### src/rtl/instruction_fetch_buffer_pkg.sv
// rtl/instruction_fetch_buffer_pkg.sv - shared types and constants for the fetch buffer
package instruction_fetch_pkg;

  typedef enum logic [1:0] {
    FETCH = 2'd0,
    DRAIN = 2'd1,
    LOAD  = 2'd2
  } fetch_state_t;

  // Tag carried alongside every accepted fetch, faulted or not
  typedef struct packed {
    logic [31:0] pc;
    logic        misaligned;
    logic        out_of_range;
  } fetch_entry_t;

  // Tag plus the instruction word, as held in the output buffer
  typedef struct packed {
    logic [31:0]  data;
    fetch_entry_t tag;
  } fetch_data_entry_t;

  localparam logic [31:0] NOP_DEFAULT = 32'h00000013;

  function automatic logic entry_faulted(input fetch_entry_t e);
    return e.misaligned || e.out_of_range;
  endfunction

endpackage

### src/rtl/instruction_fetch_buffer_if.sv
// rtl/instruction_fetch_buffer_if.sv - PC, decode, load and memory signals of the fetch buffer
interface instruction_fetch_buffer_if #(
  parameter int ADDR_W = 8
);
  logic              pc_valid;
  logic              pc_ready;
  logic [31:0]       pc_address;
  logic              flush;
  logic              instr_valid;
  logic              instr_ready;
  logic [31:0]       instr_data;
  logic [31:0]       instr_pc;
  logic              instr_misaligned;
  logic              instr_out_of_range;
  logic              load_mode;
  logic              load_active;
  logic              load_write;
  logic [31:0]       load_address;
  logic [31:0]       load_data;
  logic              imem_read_enable;
  logic              imem_write_enable;
  logic [ADDR_W-1:0] imem_address;
  logic [31:0]       imem_write_data;
  logic [31:0]       imem_read_data;

  // The fetch buffer itself
  modport master (
    input  pc_valid, pc_address, flush, instr_ready,
    input  load_mode, load_write, load_address, load_data, imem_read_data,
    output pc_ready, instr_valid, instr_data, instr_pc, instr_misaligned, instr_out_of_range,
    output load_active, imem_read_enable, imem_write_enable, imem_address, imem_write_data
  );

  // PC stage, decode, loader and memory around it
  modport slave (
    output pc_valid, pc_address, flush, instr_ready,
    output load_mode, load_write, load_address, load_data, imem_read_data,
    input  pc_ready, instr_valid, instr_data, instr_pc, instr_misaligned, instr_out_of_range,
    input  load_active, imem_read_enable, imem_write_enable, imem_address, imem_write_data
  );
endinterface

### src/rtl/instruction_fetch_buffer_fifo.sv
// rtl/instruction_fetch_buffer_fifo.sv - small power-of-two FIFO holding fetched instructions
module fetch_fifo #(
  parameter int  DEPTH   = 4,
  parameter type entry_t = logic [31:0]
) (
  input  logic                   clk,
  input  logic                   reset,
  input  logic                   flush,
  input  logic                   push,
  input  entry_t                 push_entry,
  input  logic                   pop,
  output entry_t                 head,
  output logic                   head_valid,
  output logic [$clog2(DEPTH):0] count
);
  localparam int PTR_W = $clog2(DEPTH);

  entry_t           slots [DEPTH];
  logic [PTR_W-1:0] rd_ptr;
  logic [PTR_W-1:0] wr_ptr;
  logic             do_pop;

  assign head_valid = count != '0;
  assign head       = slots[rd_ptr];
  assign do_pop     = pop && head_valid;

  // Pointers and occupancy; flush wins over a same-cycle push or pop
  always_ff @(posedge clk) begin
    if (reset || flush) begin
      rd_ptr <= '0;
      wr_ptr <= '0;
      count  <= '0;
    end else begin
      if (push)   wr_ptr <= wr_ptr + PTR_W'(1);
      if (do_pop) rd_ptr <= rd_ptr + PTR_W'(1);
      count <= count + (PTR_W + 1)'(push) - (PTR_W + 1)'(do_pop);
    end
  end

  // Storage is not reset; only slots below count are ever observed
  always_ff @(posedge clk) begin
    if (push && !reset && !flush) slots[wr_ptr] <= push_entry;
  end

  // The issue credit check upstream must keep a push away from a full buffer
  a_no_overflow: assert property (@(posedge clk) disable iff (reset)
    !(push && !flush && count == (PTR_W + 1)'(DEPTH)));

endmodule

### src/rtl/instruction_fetch_buffer.sv
// rtl/instruction_fetch_buffer.sv - PC-to-memory fetch adapter with latency tracking and program load
module instruction_fetch_buffer
  import instruction_fetch_pkg::*;
#(
  parameter int          MEMORY_SIZE         = 1024,
  parameter int          MEMORY_ADDRESS_BITS = $clog2(MEMORY_SIZE),
  parameter int          READ_LATENCY        = 1,
  parameter int          FIFO_DEPTH          = 4,
  parameter logic [31:0] NOP_INSTRUCTION     = NOP_DEFAULT
) (
  input logic                        clk,
  input logic                        reset,
  instruction_fetch_buffer_if.master bus
);
  localparam int AW    = MEMORY_ADDRESS_BITS;
  localparam int CNT_W = 6;

  fetch_state_t                state;
  logic                        load_active_q;
  logic [READ_LATENCY-1:0]     stage_valid;
  fetch_entry_t                stage_entry [READ_LATENCY];
  fetch_entry_t                issue_entry;
  fetch_data_entry_t           push_entry;
  fetch_data_entry_t           fifo_head;
  logic                        fifo_head_valid;
  logic [$clog2(FIFO_DEPTH):0] fifo_count;
  logic [CNT_W-1:0]            inflight;
  logic                        pc_ready;
  logic                        accept;
  logic                        read_enable;
  logic                        push;
  logic                        pop;
  logic                        unused_load_bits;

  // Fault classification of the incoming PC; out-of-range uses the full 32-bit value
  always_comb begin
    issue_entry.pc           = bus.pc_address;
    issue_entry.misaligned   = bus.pc_address[1:0] != 2'b00;
    issue_entry.out_of_range = bus.pc_address >= 32'(MEMORY_SIZE);
  end

  // Every accepted request holds a slot from issue until decode pops it
  assign inflight    = CNT_W'($countones(stage_valid));
  assign pc_ready    = !reset && state == FETCH && !bus.flush &&
                       (inflight + CNT_W'(fifo_count) < CNT_W'(FIFO_DEPTH));
  assign accept      = bus.pc_valid && pc_ready;
  assign read_enable = accept && !entry_faulted(issue_entry);

  // Mode sequencing: outstanding reads retire before the loader owns the memory port
  always_ff @(posedge clk) begin
    if (reset) begin
      state         <= FETCH;
      load_active_q <= 1'b0;
    end else begin
      unique case (state)
        FETCH: if (bus.load_mode) state <= DRAIN;
        DRAIN: if (inflight == '0) begin
          state         <= LOAD;
          load_active_q <= 1'b1;
        end
        LOAD: if (!bus.load_mode) begin
          state         <= FETCH;
          load_active_q <= 1'b0;
        end
        default: begin
          state         <= FETCH;
          load_active_q <= 1'b0;
        end
      endcase
    end
  end

  // Latency pipeline keeps tags aligned with returning read data; a fetch-mode flush kills it
  always_ff @(posedge clk) begin
    if (reset || (bus.flush && state == FETCH)) begin
      stage_valid <= '0;
    end else begin
      stage_valid[0] <= accept;
      stage_entry[0] <= issue_entry;
      for (int i = 1; i < READ_LATENCY; i++) begin
        stage_valid[i] <= stage_valid[i-1];
        stage_entry[i] <= stage_entry[i-1];
      end
    end
  end

  assign push           = stage_valid[READ_LATENCY-1];
  assign push_entry.tag = stage_entry[READ_LATENCY-1];
  assign push_entry.data = entry_faulted(stage_entry[READ_LATENCY-1]) ? NOP_INSTRUCTION
                                                                     : bus.imem_read_data;
  assign pop            = bus.instr_valid && bus.instr_ready;

  fetch_fifo #(
    .DEPTH   (FIFO_DEPTH),
    .entry_t (fetch_data_entry_t)
  ) u_fifo (
    .clk        (clk),
    .reset      (reset),
    .flush      (bus.flush),
    .push       (push),
    .push_entry (push_entry),
    .pop        (pop),
    .head       (fifo_head),
    .head_valid (fifo_head_valid),
    .count      (fifo_count)
  );

  assign bus.pc_ready           = pc_ready;
  assign bus.load_active        = load_active_q;
  assign bus.instr_valid        = fifo_head_valid && !reset;
  assign bus.instr_data         = bus.instr_valid ? fifo_head.data : '0;
  assign bus.instr_pc           = bus.instr_valid ? fifo_head.tag.pc : '0;
  assign bus.instr_misaligned   = bus.instr_valid && fifo_head.tag.misaligned;
  assign bus.instr_out_of_range = bus.instr_valid && fifo_head.tag.out_of_range;

  // Memory port: loader owns it in LOAD, otherwise only valid reads drive it
  always_comb begin
    bus.imem_read_enable  = 1'b0;
    bus.imem_write_enable = 1'b0;
    bus.imem_address      = '0;
    bus.imem_write_data   = '0;
    if (!reset) begin
      if (state == LOAD) begin
        bus.imem_write_enable = bus.load_write;
        bus.imem_address      = bus.load_address[AW-1:2];
        bus.imem_write_data   = bus.load_data;
      end else if (read_enable) begin
        bus.imem_read_enable = 1'b1;
        bus.imem_address     = bus.pc_address[AW-1:2];
      end
    end
  end

  assign unused_load_bits = ^{bus.load_address[31:AW], bus.load_address[1:0]};

endmodule

### src/flat_wrapper.sv
// flat-port wrapper written by rule: the top's interface ports become plain ports
module instruction_fetch_buffer_flat import instruction_fetch_pkg::*;
#(
  parameter int          MEMORY_SIZE         = 1024,
  parameter int          MEMORY_ADDRESS_BITS = $clog2(MEMORY_SIZE),
  parameter int          READ_LATENCY        = 1,
  parameter int          FIFO_DEPTH          = 4,
  parameter logic [31:0] NOP_INSTRUCTION     = NOP_DEFAULT
)
  (clk, reset, bus_pc_valid, bus_pc_address, bus_flush, bus_instr_ready, bus_load_mode, bus_load_write, bus_load_address, bus_load_data, bus_imem_read_data, bus_pc_ready, bus_instr_valid, bus_instr_data, bus_instr_pc, bus_instr_misaligned, bus_instr_out_of_range, bus_load_active, bus_imem_read_enable, bus_imem_write_enable, bus_imem_address, bus_imem_write_data);
  instruction_fetch_buffer_if #(.ADDR_W((10) - 2)) bus_i ();
  input logic clk;
  input logic reset;
  input wire logic [$bits(bus_i.pc_valid)-1:0] bus_pc_valid;
  input wire logic [$bits(bus_i.pc_address)-1:0] bus_pc_address;
  input wire logic [$bits(bus_i.flush)-1:0] bus_flush;
  input wire logic [$bits(bus_i.instr_ready)-1:0] bus_instr_ready;
  input wire logic [$bits(bus_i.load_mode)-1:0] bus_load_mode;
  input wire logic [$bits(bus_i.load_write)-1:0] bus_load_write;
  input wire logic [$bits(bus_i.load_address)-1:0] bus_load_address;
  input wire logic [$bits(bus_i.load_data)-1:0] bus_load_data;
  input wire logic [$bits(bus_i.imem_read_data)-1:0] bus_imem_read_data;
  output wire logic [$bits(bus_i.pc_ready)-1:0] bus_pc_ready;
  output wire logic [$bits(bus_i.instr_valid)-1:0] bus_instr_valid;
  output wire logic [$bits(bus_i.instr_data)-1:0] bus_instr_data;
  output wire logic [$bits(bus_i.instr_pc)-1:0] bus_instr_pc;
  output wire logic [$bits(bus_i.instr_misaligned)-1:0] bus_instr_misaligned;
  output wire logic [$bits(bus_i.instr_out_of_range)-1:0] bus_instr_out_of_range;
  output wire logic [$bits(bus_i.load_active)-1:0] bus_load_active;
  output wire logic [$bits(bus_i.imem_read_enable)-1:0] bus_imem_read_enable;
  output wire logic [$bits(bus_i.imem_write_enable)-1:0] bus_imem_write_enable;
  output wire logic [$bits(bus_i.imem_address)-1:0] bus_imem_address;
  output wire logic [$bits(bus_i.imem_write_data)-1:0] bus_imem_write_data;
  assign bus_i.pc_valid = bus_pc_valid;
  assign bus_i.pc_address = bus_pc_address;
  assign bus_i.flush = bus_flush;
  assign bus_i.instr_ready = bus_instr_ready;
  assign bus_i.load_mode = bus_load_mode;
  assign bus_i.load_write = bus_load_write;
  assign bus_i.load_address = bus_load_address;
  assign bus_i.load_data = bus_load_data;
  assign bus_i.imem_read_data = bus_imem_read_data;
  assign bus_pc_ready = bus_i.pc_ready;
  assign bus_instr_valid = bus_i.instr_valid;
  assign bus_instr_data = bus_i.instr_data;
  assign bus_instr_pc = bus_i.instr_pc;
  assign bus_instr_misaligned = bus_i.instr_misaligned;
  assign bus_instr_out_of_range = bus_i.instr_out_of_range;
  assign bus_load_active = bus_i.load_active;
  assign bus_imem_read_enable = bus_i.imem_read_enable;
  assign bus_imem_write_enable = bus_i.imem_write_enable;
  assign bus_imem_address = bus_i.imem_address;
  assign bus_imem_write_data = bus_i.imem_write_data;
  instruction_fetch_buffer #(.MEMORY_SIZE(MEMORY_SIZE), .MEMORY_ADDRESS_BITS(MEMORY_ADDRESS_BITS), .READ_LATENCY(READ_LATENCY), .FIFO_DEPTH(FIFO_DEPTH), .NOP_INSTRUCTION(NOP_INSTRUCTION)) u_core (.clk(clk), .reset(reset), .bus(bus_i));
endmodule
### config.mk
export PLATFORM = sky130hd
export DESIGN_NAME = instruction_fetch_buffer_flat
export DESIGN_NICKNAME = d
export VERILOG_FILES = /design/src/rtl/instruction_fetch_buffer_pkg.sv /design/src/rtl/instruction_fetch_buffer_if.sv /design/src/rtl/instruction_fetch_buffer_fifo.sv /design/src/rtl/instruction_fetch_buffer.sv /design/src/flat_wrapper.sv
export SDC_FILE = /design/constraint.sdc
export NUM_CORES = 1
export LEC_CHECK = 0
export CORE_UTILIZATION = 35
export DETAILED_ROUTE_END_ITERATION = 8
export PLACE_DENSITY = 0.66
export SLEW_MARGIN = 20
export SYNTH_ARGS = -nofsm -noshare
export SYNTH_HDL_FRONTEND = slang
export SYNTH_SLANG_ARGS = --single-unit
export TNS_END_PERCENT = 1
### constraint.sdc
create_clock -name clk -period 7.1 [get_ports clk]
set_clock_uncertainty 0.1 [all_clocks]
set_input_delay 1.42 -clock clk [delete_from_list [all_inputs] [get_ports clk]]
set_output_delay 1.42 -clock clk [all_outputs]
set_load 0.05 [all_outputs]
==> flow_metrics.env, run 1 <==
export IMPL_cpMostUsedCell="clkdlybuf4s50_1"
export IMPL_max_slew_margin_rel_pct=27.9
export IMPL_numCtsBuffers=34
export IMPL_cts_sinks=311
export IMPL_rsz0062_at_grt="false"
export IMPL_synthTopCellsByArea="edfxtp_1 (73%), mux4_2 (12%), and2_1 (6.6%)"
export IMPL_dp_hpwl_mm=16.5
export IMPL_final_cells=1352
export IMPL_coreArea_um2=34500
export IMPL_grt_usage_pct=15.2
export IMPL_synth_top_area_share_pct=72.7
export IMPL_nNetsFinal=1014
export IMPL_wirelength_mm=26.9
export IMPL_rrSetupSlack_ns=4.76
export IMPL_seq_area_frac_synth_pct=74.9
export IMPL_cts_resized=0
export IMPL_std_cell_rows=68
export IMPL_initial_utilization_pct=35.6
export IMPL_max_freq_mhz=161
export IMPL_via_count=6482
export IMPL_cp_required_ns=5.58
export IMPL_die_area_um2=35900
export IMPL_htreeDepth=2
export IMPL_die_y_um=189
export IMPL_drive_gt1_share_pct=16.7
export IMPL_ys_warn_count=0
export IMPL_fin_util_pct=46.9
export IMPL_synthToLayoutAreaGrowth_pct=31.8
export IMPL_status="finished, final reports clean"
export IMPL_avgSynthCellArea_um2=19.4
export IMPL_post_drt_wl_per_cell_um=19.9
export IMPL_min_to="u_core.u_fifo.slots[2][8]"
export IMPL_holdPathStages=0
export IMPL_ir_drop_mv=0.108
export IMPL_die_w_um=189
export IMPL_async_flop_share_pct=0
export IMPL_port_buffers=221
export IMPL_r2r_start="u_core.push"
export IMPL_synth_fp_nets=777
export IMPL_period_share_pct=87.3
export IMPL_fin_tns_setup_ns=0
export IMPL_grt_pass1_wl_mm=40.6
export IMPL_viasPerCell=4.79
export IMPL_powerDensity_nw_per_um2=242
export IMPL_cts_setup_buffers=0
export IMPL_dp_cells=1290
export IMPL_reg2reg_depth=2
export IMPL_rr_endpoint="u_core.u_fifo.slots[2][36]"
export IMPL_tritoncts="yes"
export IMPL_clk_pin_slew_ns=0.06
export IMPL_synth_main_ff_cell="edfxtp_1"
export IMPL_critical_path_class="input pin to output port"
export IMPL_clkLatencyLatePin_ns=0.50
export IMPL_placed_area_um2=15100
export IMPL_worstPathCellList="clkdlybuf4s50_1 -> nor4_1 -> nand4_1 -> or4_1 -> o41ai_2 -> clkdlybuf4s50_1"
export IMPL_route_detailed_drc=0
export IMPL_critPathSlowestCell="clkdlybuf4s50_1"
export IMPL_grt_pass1_vias=7060
export IMPL_ys_types=32
export IMPL_syn_inst=634
export IMPL_layout_min_cycle_time_ns=6.20
export IMPL_clockRootBuffer="clkbuf_16"
export IMPL_gp_congestion=0.828
export IMPL_fin_total_pwr_mw=3.93
export IMPL_p_leak_nw=5.42
export IMPL_hp_start="u_core.stage_entry[0][8]"
export IMPL_dr_first_iter_drc_count=248
export IMPL_ioPinCount=246
export IMPL_syn_area_um2=12300
export IMPL_crit_path_end_kind="output port"
export IMPL_cts_path_max_buffers=3
export IMPL_synth_edff_count=298
export IMPL_hold_class="register to register"
export IMPL_grt_max_degree=68
export IMPL_antenna_found_initial=4
export IMPL_final_area_um2=16200
export IMPL_worst_slew_pin_slew_ns=1.08
export IMPL_cpPeakStageDelay_ns=0.89
export IMPL_yosysTopAreaCell="edfxtp_1"
export IMPL_hold_violations=0
export IMPL_maxCapViolCount=0
export IMPL_cp_start_kind="input pin"
export IMPL_finalMaxSlewViolations=0
export IMPL_crit_path_max_fanout=10
export IMPL_drtPass1Iterations=4
export IMPL_finalSetupViolCount=0
export IMPL_ys_ff_latch=311
export IMPL_num_fill_cells=2987
export IMPL_hold_buffers=0
export IMPL_grt_ovfl_total=0
export IMPL_antenna_left=0
export IMPL_critical_path_arrival_ns=4.68
worst max path at each step:
stage | start | slack (ns) | depth (start not counted) | end
2_1_floorplan | bus_pc_address[26] | 1.92 | 4 | bus_imem_read_enable
3_3_place_gp | bus_pc_address[19] | 0.79 | 6 | bus_imem_address[2]
3_5_place_dp | bus_pc_address[19] | 0.77 | 6 | bus_imem_address[2]
4_1_cts | bus_pc_address[19] | 0.76 | 6 | bus_imem_address[2]
5_1_grt | bus_pc_address[19] | 0.80 | 6 | bus_imem_address[2]
6_report | bus_pc_address[19] | 0.90 | 6 | bus_imem_address[2]
placed cells by master, fill, tap and decap left out, drive strengths merged, types with 5 or more instances in the layout:
cell type / n
ha: 7
inv: 17
clkbuf: 41
dfxtp: 13
nor2: 13
and3: 5
nand2: 10
clkdlybuf4s50: 221
and2: 130
clkinv: 15
buf: 13
mux4: 66
edfxtp: 298
o41ai: 8
cell families (layout without fill, tap and decap cells):
| family | count (synthesis) | in the layout | synth area share, % |
|---|---|---|---|
| buf+inv | 49 | 311 | 1.64 |
| fa+ha+maj | 8 | 8 | 0.875 |
| compound gates | 16 | 16 | 1.50 |
| xor+xnor | 3 | 3 | 0.214 |
| flops | 311 | 311 | 74.9 |
| mux | 68 | 68 | 12.2 |
| simple gates | 179 | 179 | 8.67 |
| other cells | 0 | 1 | 0 |
cell usage after synthesis, types with 4 or more instances:
cell type and count:
nand2_1 10, buf_2 8, and3_1 5, nor2_1 13
o41ai_2 8, edfxtp_1 298, ha_1 7, dfxtp_1 13
mux4_2 66, buf_1 4, or3_1 4, nor4_1 4
and2_1 130, a21oi_1 4, clkbuf_1 20, inv_1 16
flip-flops by register name (all words and copies together), names as in the netlist, named ones only:
signal / flops
u_core.bus.load_active: 1
u_core.push: 1
u_core.stage_entry: 34
u_core.state: 2
u_core.u_fifo.count: 3
u_core.u_fifo.rd_ptr: 2
u_core.u_fifo.slots: 264
u_core.u_fifo.wr_ptr: 2
final cells by class:
type	instances	area [µm²]	share of cell area, %
clock buffer	41	941	5.80
sequential	311	9220	56.8
inverter	16	60.1	0.370
antenna	1	2.50	0.0154
tap	455	569	3.51
clock inverter	20	180	1.11
timing repair buffer	234	2310	14.2
multi-input combinational	274	2930	18.1
report_power, final:
| part | switching [mW] | internal, mW | leakage, nW | total (mW) |
|---|---|---|---|---|
| clock network | 0.676 | 1.06 | 0.550 | 1.73 |
| registers | 0.0154 | 2.02 | 2.96 | 2.03 |
| logic | 0.0785 | 0.0841 | 1.91 | 0.163 |
per-stage QoR:
step	hold WS, ns	worst slack (ns)
after floorplan	0.359	1.92
after global placement	0.373	0.790
after detailed placement	0.384	0.768
after CTS	0.400	0.760
after global routing	0.417	0.803
final	0.397	0.902
critical path, delay by kind of cell:
family | cells | cell delay, ns
AND/OR/NAND/NOR | 3 | 1.39
AO/OA/AOI/OAI | 1 | 0.52
buffers and inverters | 2 | 1.33
layer usage:
metal	share of wire (%)	vias to the layer above	global-route usage (%)
met3	6.9	54	3.91
met2	50	253	26.3
met1	40	3219	18.3
met5	0.14	-	0
met4	2.9	6	5.43
li1	-	2950	-
Note: power is estimated with default switching activity, not from simulation.
==> inputs of run 2 (changes only) <==
GPL_ROUTABILITY_DRIVEN = 0   (was unset)
==> results of run 2 <==
Final layout, timing and power as in run 1 (identical DEF).
